--- config.mk ---
export PLATFORM = sky130hd
export DESIGN_NAME = cdm8_73_approx_mult
export DESIGN_NICKNAME = d
export VERILOG_FILES = /design/src/rtl/cdm8_73_approx_mult.sv
export SDC_FILE = /design/constraint.sdc
export NUM_CORES = 1
export LEC_CHECK = 0
export CAP_MARGIN = 40
export CORE_UTILIZATION = 50
export DETAILED_ROUTE_END_ITERATION = 7
export GPL_TIMING_DRIVEN = 1
export PLACE_DENSITY = 0.84
export SYNTH_ARGS = -nofsm -noshare
export SYNTH_HDL_FRONTEND = slang
export SYNTH_SLANG_ARGS = --single-unit
--- constraint.sdc ---
create_clock -name clk -period 6.6 [get_ports clk]
set_input_delay 0.99 -clock clk [delete_from_list [all_inputs] [get_ports clk]]
set_output_delay 0.99 -clock clk [all_outputs]
set_load 0.1 [all_outputs]
--- src/rtl/cdm8_73_approx_mult.sv ---
// Registered carry-disregard approximate multiplier: the low K product columns
// are OR-reduced, the upper columns are summed exactly with no carry-in.
module cdm8_73_approx_mult #(
    parameter int W = 8,
    parameter int K = 7
) (
    input  logic           clk,
    input  logic           rst,
    input  logic           in_valid,
    input  logic [W-1:0]   A,
    input  logic [W-1:0]   B,
    output logic           out_valid,
    output logic [2*W-1:0] R
);

    localparam int HW = 2*W - K;

    logic [W-1:0][2*W-1:0] row;
    logic [W:0][K-1:0]     lo_acc;
    logic [W:0][HW-1:0]    hi_acc;

    logic           out_valid_d, out_valid_q;
    logic [2*W-1:0] r_d, r_q;

    assign lo_acc[0] = '0;
    assign hi_acc[0] = '0;

    // Each shifted row places pp[i][j] in column i+j. OR-ing the rows' low bits
    // gives the per-column OR; summing their upper slices as numbers gives
    // sum(popcount(col c) << (c-K)) with nothing carried in from below.
    for (genvar i = 0; i < W; i++) begin : g_row
        assign row[i]      = {{W{1'b0}}, ({W{A[i]}} & B)} << i;
        assign lo_acc[i+1] = lo_acc[i] | row[i][K-1:0];
        assign hi_acc[i+1] = hi_acc[i] + row[i][2*W-1:K];
    end

    always_comb begin
        out_valid_d = in_valid;
        r_d         = r_q;
        if (in_valid) begin
            r_d = {hi_acc[W], lo_acc[W]};
        end
    end

    always_ff @(posedge clk) begin
        if (rst) begin
            out_valid_q <= 1'b0;
            r_q         <= '0;
        end else begin
            out_valid_q <= out_valid_d;
            r_q         <= r_d;
        end
    end

    assign out_valid = out_valid_q;
    assign R         = r_q;

endmodule

==> results.toml, run 1 <==
[outcome]
outcome = "finished, final reports clean"

[timing]
fin_worst_skew_ns = 0
worst-slew-pin-transition_ns = 0.746
timing.fmax_ghz = 0.171
final_hold_viol_count = 0
final.min_clock_period_ns = 5.86
fin_hold_ws_ns = 0.482
rsz0062_at_grt = "no"
timing.max_slew.rel_slack = 0.501
final_max_slew_viol_count = 0
min_period_over_period = 0.888
fin_setup_tns_ns = 0
finalSetupViolCount = 0

[clocking]
ctsResizeCount = 0
clock_insertion_delay_worst_skew_ns = 0.29
tritoncts_num_sinks = 17
post-cts-setup-buffers = 0
cts-hold-fix-buffers = 0
cts_inserted_buffers = 3
cts_tree = "done"
clkSlewWorstSetupHoldPaths_ns = 0.10
ctsHtreeMaxLevel = 1
number_of_buffers_on_the_longest_clock_path = 2
clk_root_buffer_cell = "sky130_fd_sc_hd__clkbuf_4"

[place]
gpl.final_weighted_congestion = 0.889
placement.io_buffers = 35
detailed_place_hpwl_um = 3280

[layout]
n_antenna_cell = 0
areaGrowthSynthToFinish_pct = 37.8
n_fill_cell = 252
utilization = 0.733
highest_count_cells_in_the_layout_ignoring_fill_and_taps = "35 x sky130_fd_sc_hd__clkdlybuf4s50_1, 27 x sky130_fd_sc_hd__nand2_1, 24 x sky130_fd_sc_hd__inv_1"
layout.cells.most_common = "sky130_fd_sc_hd__clkdlybuf4s50_1"
area_used_by_multi_input_combinational_logic_um2 = 1350
combined_flip_flop_and_latch_cell_area_um2 = 340
nNetsFinal = 318
layout-drive-gt1-share = 0.107

[synth]
async_set_reset_flop_share_out_of_synthesis = 0
netlist_area_um2 = 1820
ys_ff_latch = 17
synth-warning-count = 0
synthesis.instances = 211
synth-main-ff-cell = "sky130_fd_sc_hd__dfxtp_1"
ys_seq_area_frac = 0.187
synth_nets = 267
synth.distinct_cells = 35
synth.top_cell.area_share = 0.198
synthTopCellsByArea = "sky130_fd_sc_hd__fa_1 20%, sky130_fd_sc_hd__dfxtp_1 19%, sky130_fd_sc_hd__ha_1 13%, sky130_fd_sc_hd__nand2_1 5.6%, sky130_fd_sc_hd__and2_1 5.2%"
synth_enable_flop_cells = 0
synthDominantAreaCellType = "sky130_fd_sc_hd__fa_1"
post_synth.cell_area_avg_um2 = 8.61

[grt]
gr-usage-met3 = 0.0386
grt_busiest_layer = "met2"
grtUsageMet1 = 0.285
grt_overflow = 0
global_route.usage.total = 0.232
antenna_violations_before_repair = 0
grt_pass1_vias = 1723
first_pass_grt_wire_length_um = 7290
grt_max_degree = 27
use_met2 = 0.412

[worst_hold_path]
hold-path-endpoint = "R[9]"
hp-start = "R[9]"
worst_hold_path.num_cells = 2
holdCritPathClass = "flop to flop"

[routing]
routed_wl_um = 4070
wire_per_inst_um = 13.3
dr_total_vias = 1684
avgViaCountPerCell = 5.49
drt_pass1_iterations = 5
drt_iter0_drc = 111
detail-route-antenna-nets = 0
route.detailed.drc = 0

[critical_path]
timing.critical_path.mode_cell = "sky130_fd_sc_hd__inv_1"
reg2reg_slack_ns = 5.78
critPathSlowestCell = "sky130_fd_sc_hd__clkdlybuf4s50_1"
critPathKind = "input port to flop"
critical-path-max-stage-delay_ns = 0.62
cells_along_the_critical_path = "clkdlybuf4s50_1, nand2_1, fa_1, inv_1, fa_1, inv_1, fa_1, inv_1, ha_1, inv_1, fa_1, inv_1, a21o_1, a21oi_1, xor2_1, fa_1, inv_1, ha_1, nand2_2, o31ai_2, xnor2_1, a211oi_2"
worst_ep_arrival_time_ns = 6.07
cp_data_required_time_ns = 6.81
critical_path.startpoint_type = "input port"
r2r.worst_path.cells = 2
worstPathMaxFanout = 8
worst_path_dominant_cell_family = "adder cells"
rr_startpoint = "R[1]"
critPathCaptureType = "flop"
worst-path-buf-inv = 7
timing.rr.end = "R[1]"

[floorplanning]
chipHeight_um = 62.3
fp.dieW_um = 62.3
floorplan.die_area_um2 = 3880
fp-row-count = 21
ioPinCount = 36
placeableCoreArea_um2 = 3420
initial_core_util = 0.532

[power]
design_power_total_mw = 0.736
peakVddDrop_uv = 297
p_per_area_nw_per_um2 = 294
leakage_nw = 1.17

[job]
maxCapViolations = 0
## worst register-to-register path: stages (launching register included)
cell and delay [ns]:
sky130_fd_sc_hd__dfxtp_1 0.37, sky130_fd_sc_hd__nor2_1 0.05, sky130_fd_sc_hd__a211oi_1 0.29
## through the flow
stage          instances  setup WS, ns  area (µm²)
3_3_place_gp         285         0.507        2210
3_5_place_dp         303         0.460        2480
6_report             307         0.739        2500
2_1_floorplan        211          1.09        1820
5_1_grt              307         0.480        2500
4_1_cts              307         0.762        2500
## layout make-up
class / instances / area share
clock buffer: 3 / 0.00900
clock inverter: 1 / 0.00200
tap: 46 / 0.0230
multi-input combinational: 160 / 0.537
timing repair buffer: 56 / 0.257
inverter: 24 / 0.0360
sequential: 17 / 0.136
## synthesized netlist by cell type (all sizes together) (3+ instances only)
| library cell | number |
|---|---|
| and2 | 15 |
| buf | 3 |
| clkbuf | 7 |
| a21oi | 7 |
| inv | 24 |
| nand2 | 28 |
| fa | 18 |
| mux2i | 4 |
| nor3b | 4 |
| ha | 19 |
| a22oi | 6 |
| a211oi | 7 |
| nor2 | 17 |
| a311oi | 3 |
| xor2 | 4 |
| dfxtp | 17 |
| nor3 | 3 |
## routing by layer
metal	up-vias	routed length, µm	part of all wire
li1	816	-	-
met1	799	1750	0.43
met2	61	2030	0.50
met3	8	217	0.053
met4	0	76	0.019
met5	-	0	0
## worst max-delay path by stage
stage            end  depth (start not counted)  startpoint  slack [ns]
2_1_floorplan  R[13]                         22        A[1]        1.09
3_3_place_gp   R[13]                         22        A[1]        0.51
3_5_place_dp   R[13]                         22        A[1]        0.46
4_1_cts        R[13]                         22        A[1]        0.76
5_1_grt        R[13]                         22        A[1]        0.48
6_report       R[13]                         22        A[1]        0.74
## power breakdown
| group | switching [mW] | internal (mW) |
|---|---|---|
| combinational | 0.331 | 0.217 |
| sequential | 0.0100 | 0.123 |
| clock | 0.0326 | 0.0225 |
| total | 0.374 | 0.363 |
## state kept, by name, indices dropped and copies added (netlist names)
register,flops
out_valid,1
R,16
## logic make-up (layout without fill, tap and decap cells)
family / count (synthesis) / in the layout / share of synthesized area
compound gates: 39 / 39 / 0.165
xor+xnor: 6 / 6 / 0.0289
fa+ha+maj: 37 / 37 / 0.329
buf+inv: 34 / 84 / 0.0723
flops: 17 / 17 / 0.187
mux: 4 / 4 / 0.0220
simple gates: 74 / 74 / 0.196
(Power assumes the default switching activity.)
==> run 2, diff against run 1 <==
CORE_UTILIZATION = 52   (was 50)
PLACE_DENSITY = 0.86   (was 0.84)
==> results.toml, run 2 (synthesized netlist as in run 1, its figures left out) <==
[timing]
timing.max_slew.rel_slack = 0.495
final_hold_viol_count = 0
rsz0062_at_grt = "no"
final.setup.worst_slack_ns = 0.666
worst-slew-pin-transition_ns = 0.755
finalSetupViolCount = 0
fin_worst_skew_ns = 0
fin_setup_tns_ns = 0
timing.fmax_ghz = 0.169
fin_hold_ws_ns = 0.494
final.min_clock_period_ns = 5.93
final_max_slew_viol_count = 0
min_period_over_period = 0.899

[floorplanning]
fp.dieW_um = 61.1
initial_core_util = 0.544
fp-row-count = 21
placeableCoreArea_um2 = 3340
floorplan.die_area_um2 = 3730
ioPinCount = 36
chipHeight_um = 61.1

[critical_path]
timing.rr.end = "R[12]"
critPathCaptureType = "flop"
critPathKind = "input port to flop"
worst_ep_arrival_time_ns = 6.16
startpoint = "A[1]"
critical_path.startpoint_type = "input port"
r2r.worst_path.cells = 2
reg2reg_slack_ns = 5.80
cp_data_required_time_ns = 6.83
worstPathMaxFanout = 8
rr_startpoint = "R[12]"

[worst_hold_path]
worst_hold_path.num_cells = 2
holdCritPathClass = "flop to flop"
hold-path-endpoint = "R[14]"
hp-start = "R[14]"

[layout]
utilization = 0.753
n_antenna_cell = 0
areaGrowthSynthToFinish_pct = 38.2
nNetsFinal = 319
number_of_flip_flops_in_the_largest_register = 16
highest_count_cells_in_the_layout_ignoring_fill_and_taps = "35 x sky130_fd_sc_hd__clkdlybuf4s50_1, 27 x sky130_fd_sc_hd__nand2_1, 24 x sky130_fd_sc_hd__inv_1"
layout.cells.most_common = "sky130_fd_sc_hd__clkdlybuf4s50_1"
layout.cell_area.non_filler_um2 = 2510
post_route_insts_no_fill = 308
layout-drive-gt1-share = 0.111

[clocking]
clock_insertion_delay_worst_skew_ns = 0.31
cts_tree = "done"
cts_inserted_buffers = 3
clkSlewWorstSetupHoldPaths_ns = 0.10
clk_root_buffer_cell = "sky130_fd_sc_hd__clkbuf_4"
ctsResizeCount = 0
tritoncts_num_sinks = 17
number_of_buffers_on_the_longest_clock_path = 2
ctsHtreeMaxLevel = 1
cts-hold-fix-buffers = 0
post-cts-setup-buffers = 0

[routing]
routed_wl_um = 4740
drt_pass1_iterations = 7
route.detailed.drc = 0
wire_per_inst_um = 15.4
avgViaCountPerCell = 5.80
drt_iter0_drc = 197
dr_total_vias = 1787
detail-route-antenna-nets = 0

[grt]
grt_pass1_vias = 1749
grt_max_degree = 22
global_route.usage.total = 0.284
grt_overflow = 0
antenna_violations_before_repair = 0
first_pass_grt_wire_length_um = 7700

[place]
detailed_place_hpwl_um = 3770
place_area_um2 = 2480
preCtsSetupSlack_ns = 0.431
placed_cells_incl_taps = 304
placement.io_buffers = 35
gpl.final_weighted_congestion = 0.906

[power]
power_report.internal_total_mw = 0.365
combinationalPowerShare = 0.743
peakVddDrop_uv = 300
leakage_nw = 1.17
pwr-share-clk = 0.080
p_per_area_nw_per_um2 = 300
switching_share = 0.517
sequential_share_of_power = 0.176
switchingPower_mw = 0.390
design_power_total_mw = 0.754

[outcome]
outcome = "finished, final reports clean"

[job]
maxCapViolations = 0
-- run 2: cell types whose count changed in the layout (fill, tap and decap cells not counted) --
cell                    before  now
sky130_fd_sc_hd__buf_4       3    4
-- run 2: worst max path at each step --
stage               endpoint  cells past startpoint
floorplan              R[13]                     22
global placement       R[13]                     22
detailed placement     R[13]                     22
CTS                    R[13]                     22
global route           R[13]                     22
finish                 R[13]                     22
-- run 2: routing by layer --
metal | up-vias | GRT usage | part of all wire
li1 | 816 | - | -
met1 | 848 | 0.313 | 0.37
met2 | 99 | 0.508 | 0.52
met3 | 24 | 0.0651 | 0.068
met4 | 0 | 0.146 | 0.039
met5 | - | 0 | 0
-- run 2: worst max-delay path: stages --
cell,delay [ns]
sky130_fd_sc_hd__clkdlybuf4s50_1,0.63
sky130_fd_sc_hd__nand2_1,0.13
sky130_fd_sc_hd__fa_1,0.54
sky130_fd_sc_hd__inv_1,0.05
sky130_fd_sc_hd__fa_1,0.53
sky130_fd_sc_hd__inv_1,0.05
sky130_fd_sc_hd__fa_1,0.46
sky130_fd_sc_hd__inv_1,0.07
sky130_fd_sc_hd__ha_1,0.20
sky130_fd_sc_hd__inv_1,0.07
sky130_fd_sc_hd__fa_1,0.40
sky130_fd_sc_hd__inv_1,0.07
sky130_fd_sc_hd__a21o_1,0.12
sky130_fd_sc_hd__a21oi_1,0.08
sky130_fd_sc_hd__xor2_1,0.15
sky130_fd_sc_hd__fa_1,0.48
sky130_fd_sc_hd__inv_1,0.04
sky130_fd_sc_hd__ha_1,0.37
sky130_fd_sc_hd__nand2_2,0.07
sky130_fd_sc_hd__o31ai_2,0.33
sky130_fd_sc_hd__xnor2_1,0.12
sky130_fd_sc_hd__a211oi_2,0.20
-- run 2: area by class of cell --
cell class | count | area (µm²)
clock buffers | 3 | 22.5
clock inverters | 1 | 5.00
fillers | 228 | 826
inverters | 24 | 90.1
multi-input cells | 160 | 1350
flip-flops and latches | 17 | 340
well taps | 46 | 57.6
repair buffers | 57 | 651
-- run 2: power by group through the flow --
stage               registers, mW  clock network, mW  logic, mW
floorplan                   0.281                  0      0.233
CTS                         0.133             0.0598      0.561
detailed placement          0.135                  0      0.557
global placement            0.135                  0      0.474
finish                      0.133             0.0605      0.561
global route                0.136             0.0655      0.603
==> run 3, diff against run 2 <==
CAP_MARGIN = 10   (was 40)
==> results.toml, run 3 (synthesized netlist as in run 1, its figures left out) <==
[outcome]
outcome = "finished, final reports clean"

[place]
preCtsSetupSlack_ns = 0.409
detailed_place_hpwl_um = 3300
gpl.final_weighted_congestion = 0.906
placement.io_buffers = 35

[critical_path]
critical_path.startpoint_type = "input port"
timing.critical_path.mode_cell = "sky130_fd_sc_hd__inv_1"
critPathKind = "input port to flop"
r2r.worst_path.cells = 2
critPathCaptureType = "flop"
critical-path-max-stage-delay_ns = 0.63
worst_ep_arrival_time_ns = 6.06
critPathSlowestCell = "sky130_fd_sc_hd__clkdlybuf4s50_1"
rr_startpoint = "R[11]"
timing.rr.end = "R[11]"
worstPathMaxFanout = 8
cells_along_the_critical_path = "clkdlybuf4s50_1, nand2_1, fa_1, inv_1, fa_1, inv_1, fa_1, inv_1, ha_1, inv_1, fa_1, inv_1, a21o_1, a21oi_1, xor2_1, fa_1, inv_1, ha_1, nand2_2, o31ai_2, xnor2_1, a211oi_2"
cp_data_required_time_ns = 6.74
reg2reg_slack_ns = 5.79

[layout]
areaGrowthSynthToFinish_pct = 23.3
layout-drive-gt1-share = 0.0451
layout.cells.most_common = "sky130_fd_sc_hd__clkdlybuf4s50_1"
number_of_flip_flops_in_the_largest_register = 16
utilization = 0.672
n_fill_cell = 290
nNetsFinal = 301
n_antenna_cell = 0
highest_count_cells_in_the_layout_ignoring_fill_and_taps = "35 x sky130_fd_sc_hd__clkdlybuf4s50_1, 27 x sky130_fd_sc_hd__nand2_1, 24 x sky130_fd_sc_hd__inv_1"

[floorplanning]
ioPinCount = 36
fp.dieW_um = 61.1
fp-row-count = 21
floorplan.die_area_um2 = 3730
initial_core_util = 0.544
chipHeight_um = 61.1
placeableCoreArea_um2 = 3340

[power]
p_per_area_nw_per_um2 = 305
leakage_nw = 1.04
design_power_total_mw = 0.683
peakVddDrop_uv = 257

[routing]
detail-route-antenna-nets = 0
routed_wl_um = 4160
route.detailed.drc = 0
dr_total_vias = 1659
avgViaCountPerCell = 5.72
drt_pass1_iterations = 6
drt_iter0_drc = 133
wire_per_inst_um = 14.4

[clocking]
clock_insertion_delay_worst_skew_ns = 0.30
ctsResizeCount = 0
ctsHtreeMaxLevel = 1
cts_inserted_buffers = 3
number_of_buffers_on_the_longest_clock_path = 2
cts_tree = "done"
clkSlewWorstSetupHoldPaths_ns = 0.11
clk_root_buffer_cell = "sky130_fd_sc_hd__clkbuf_4"
cts-hold-fix-buffers = 0
tritoncts_num_sinks = 17
post-cts-setup-buffers = 0

[timing]
timing.max_slew.rel_slack = 0.273
final.setup.worst_slack_ns = 0.675
final_hold_viol_count = 0
fin_setup_tns_ns = 0
fin_worst_skew_ns = 0
worst-slew-pin-transition_ns = 1.09
fin_hold_ws_ns = 0.486
rsz0062_at_grt = "no"
finalSetupViolCount = 0
final.min_clock_period_ns = 5.92
min_period_over_period = 0.898
final_max_slew_viol_count = 0
timing.fmax_ghz = 0.169

[grt]
global_route.usage.total = 0.247
antenna_violations_before_repair = 0
first_pass_grt_wire_length_um = 6820
grt_max_degree = 34
grt_pass1_vias = 1574
grt_overflow = 0

[worst_hold_path]
holdCritPathClass = "flop to flop"
hold-path-endpoint = "R[0]"
hp-start = "R[0]"
worst_hold_path.num_cells = 2

[job]
maxCapViolations = 0
run 3: metrics by stage:
| step | area, µm² | cells |
|---|---|---|
| after global placement | 2210 | 286 |
| after CTS | 2240 | 290 |
| after detailed placement | 2210 | 286 |
| after global routing | 2240 | 290 |
| after floorplan | 1820 | 211 |
| final | 2240 | 290 |
run 3: routing by layer:
layer | share of wire | vias to the layer above | global-route usage
li1 | - | 781 | -
met4 | 0.028 | 0 | 0.120
met2 | 0.49 | 68 | 0.432
met3 | 0.058 | 15 | 0.0504
met1 | 0.42 | 795 | 0.288
met5 | 0 | - | 0
run 3: cell type report:
class                      count  area, µm²  area share
multi-input combinational    160       1350       0.600
clock buffer                   3       22.5      0.0101
inverter                      24       90.1      0.0402
tap                           46       57.6      0.0257
timing repair buffer          39        380       0.170
sequential                    17        340       0.152
clock inverter                 1       5.00     0.00223
run 3: worst max-delay path: cells and delay by family:
family / cells / cell delay, ns
XOR/XNOR: 2 / 0.33
adder cells (fa/ha/maj): 7 / 3.01
buffers and inverters: 7 / 0.99
AO/OA/AOI/OAI: 4 / 0.56
AND/OR/NAND/NOR: 2 / 0.20
run 3: worst max path at each step:
| stage | start | endpoint | slack [ns] | cells past startpoint |
|---|---|---|---|---|
| detailed placement | A[1] | R[13] | 0.41 | 22 |
| global route | A[1] | R[13] | 0.46 | 22 |
| finish | A[1] | R[13] | 0.68 | 22 |
| CTS | A[1] | R[13] | 0.70 | 22 |
| global placement | A[2] | R[13] | 0.54 | 22 |
| floorplan | A[1] | R[13] | 1.09 | 22 |
run 3: power breakdown:
part           internal [mW]  total [mW]  switching [mW]
registers              0.123       0.133         0.00968
clock network         0.0226      0.0567          0.0341
logic                  0.167       0.494           0.327
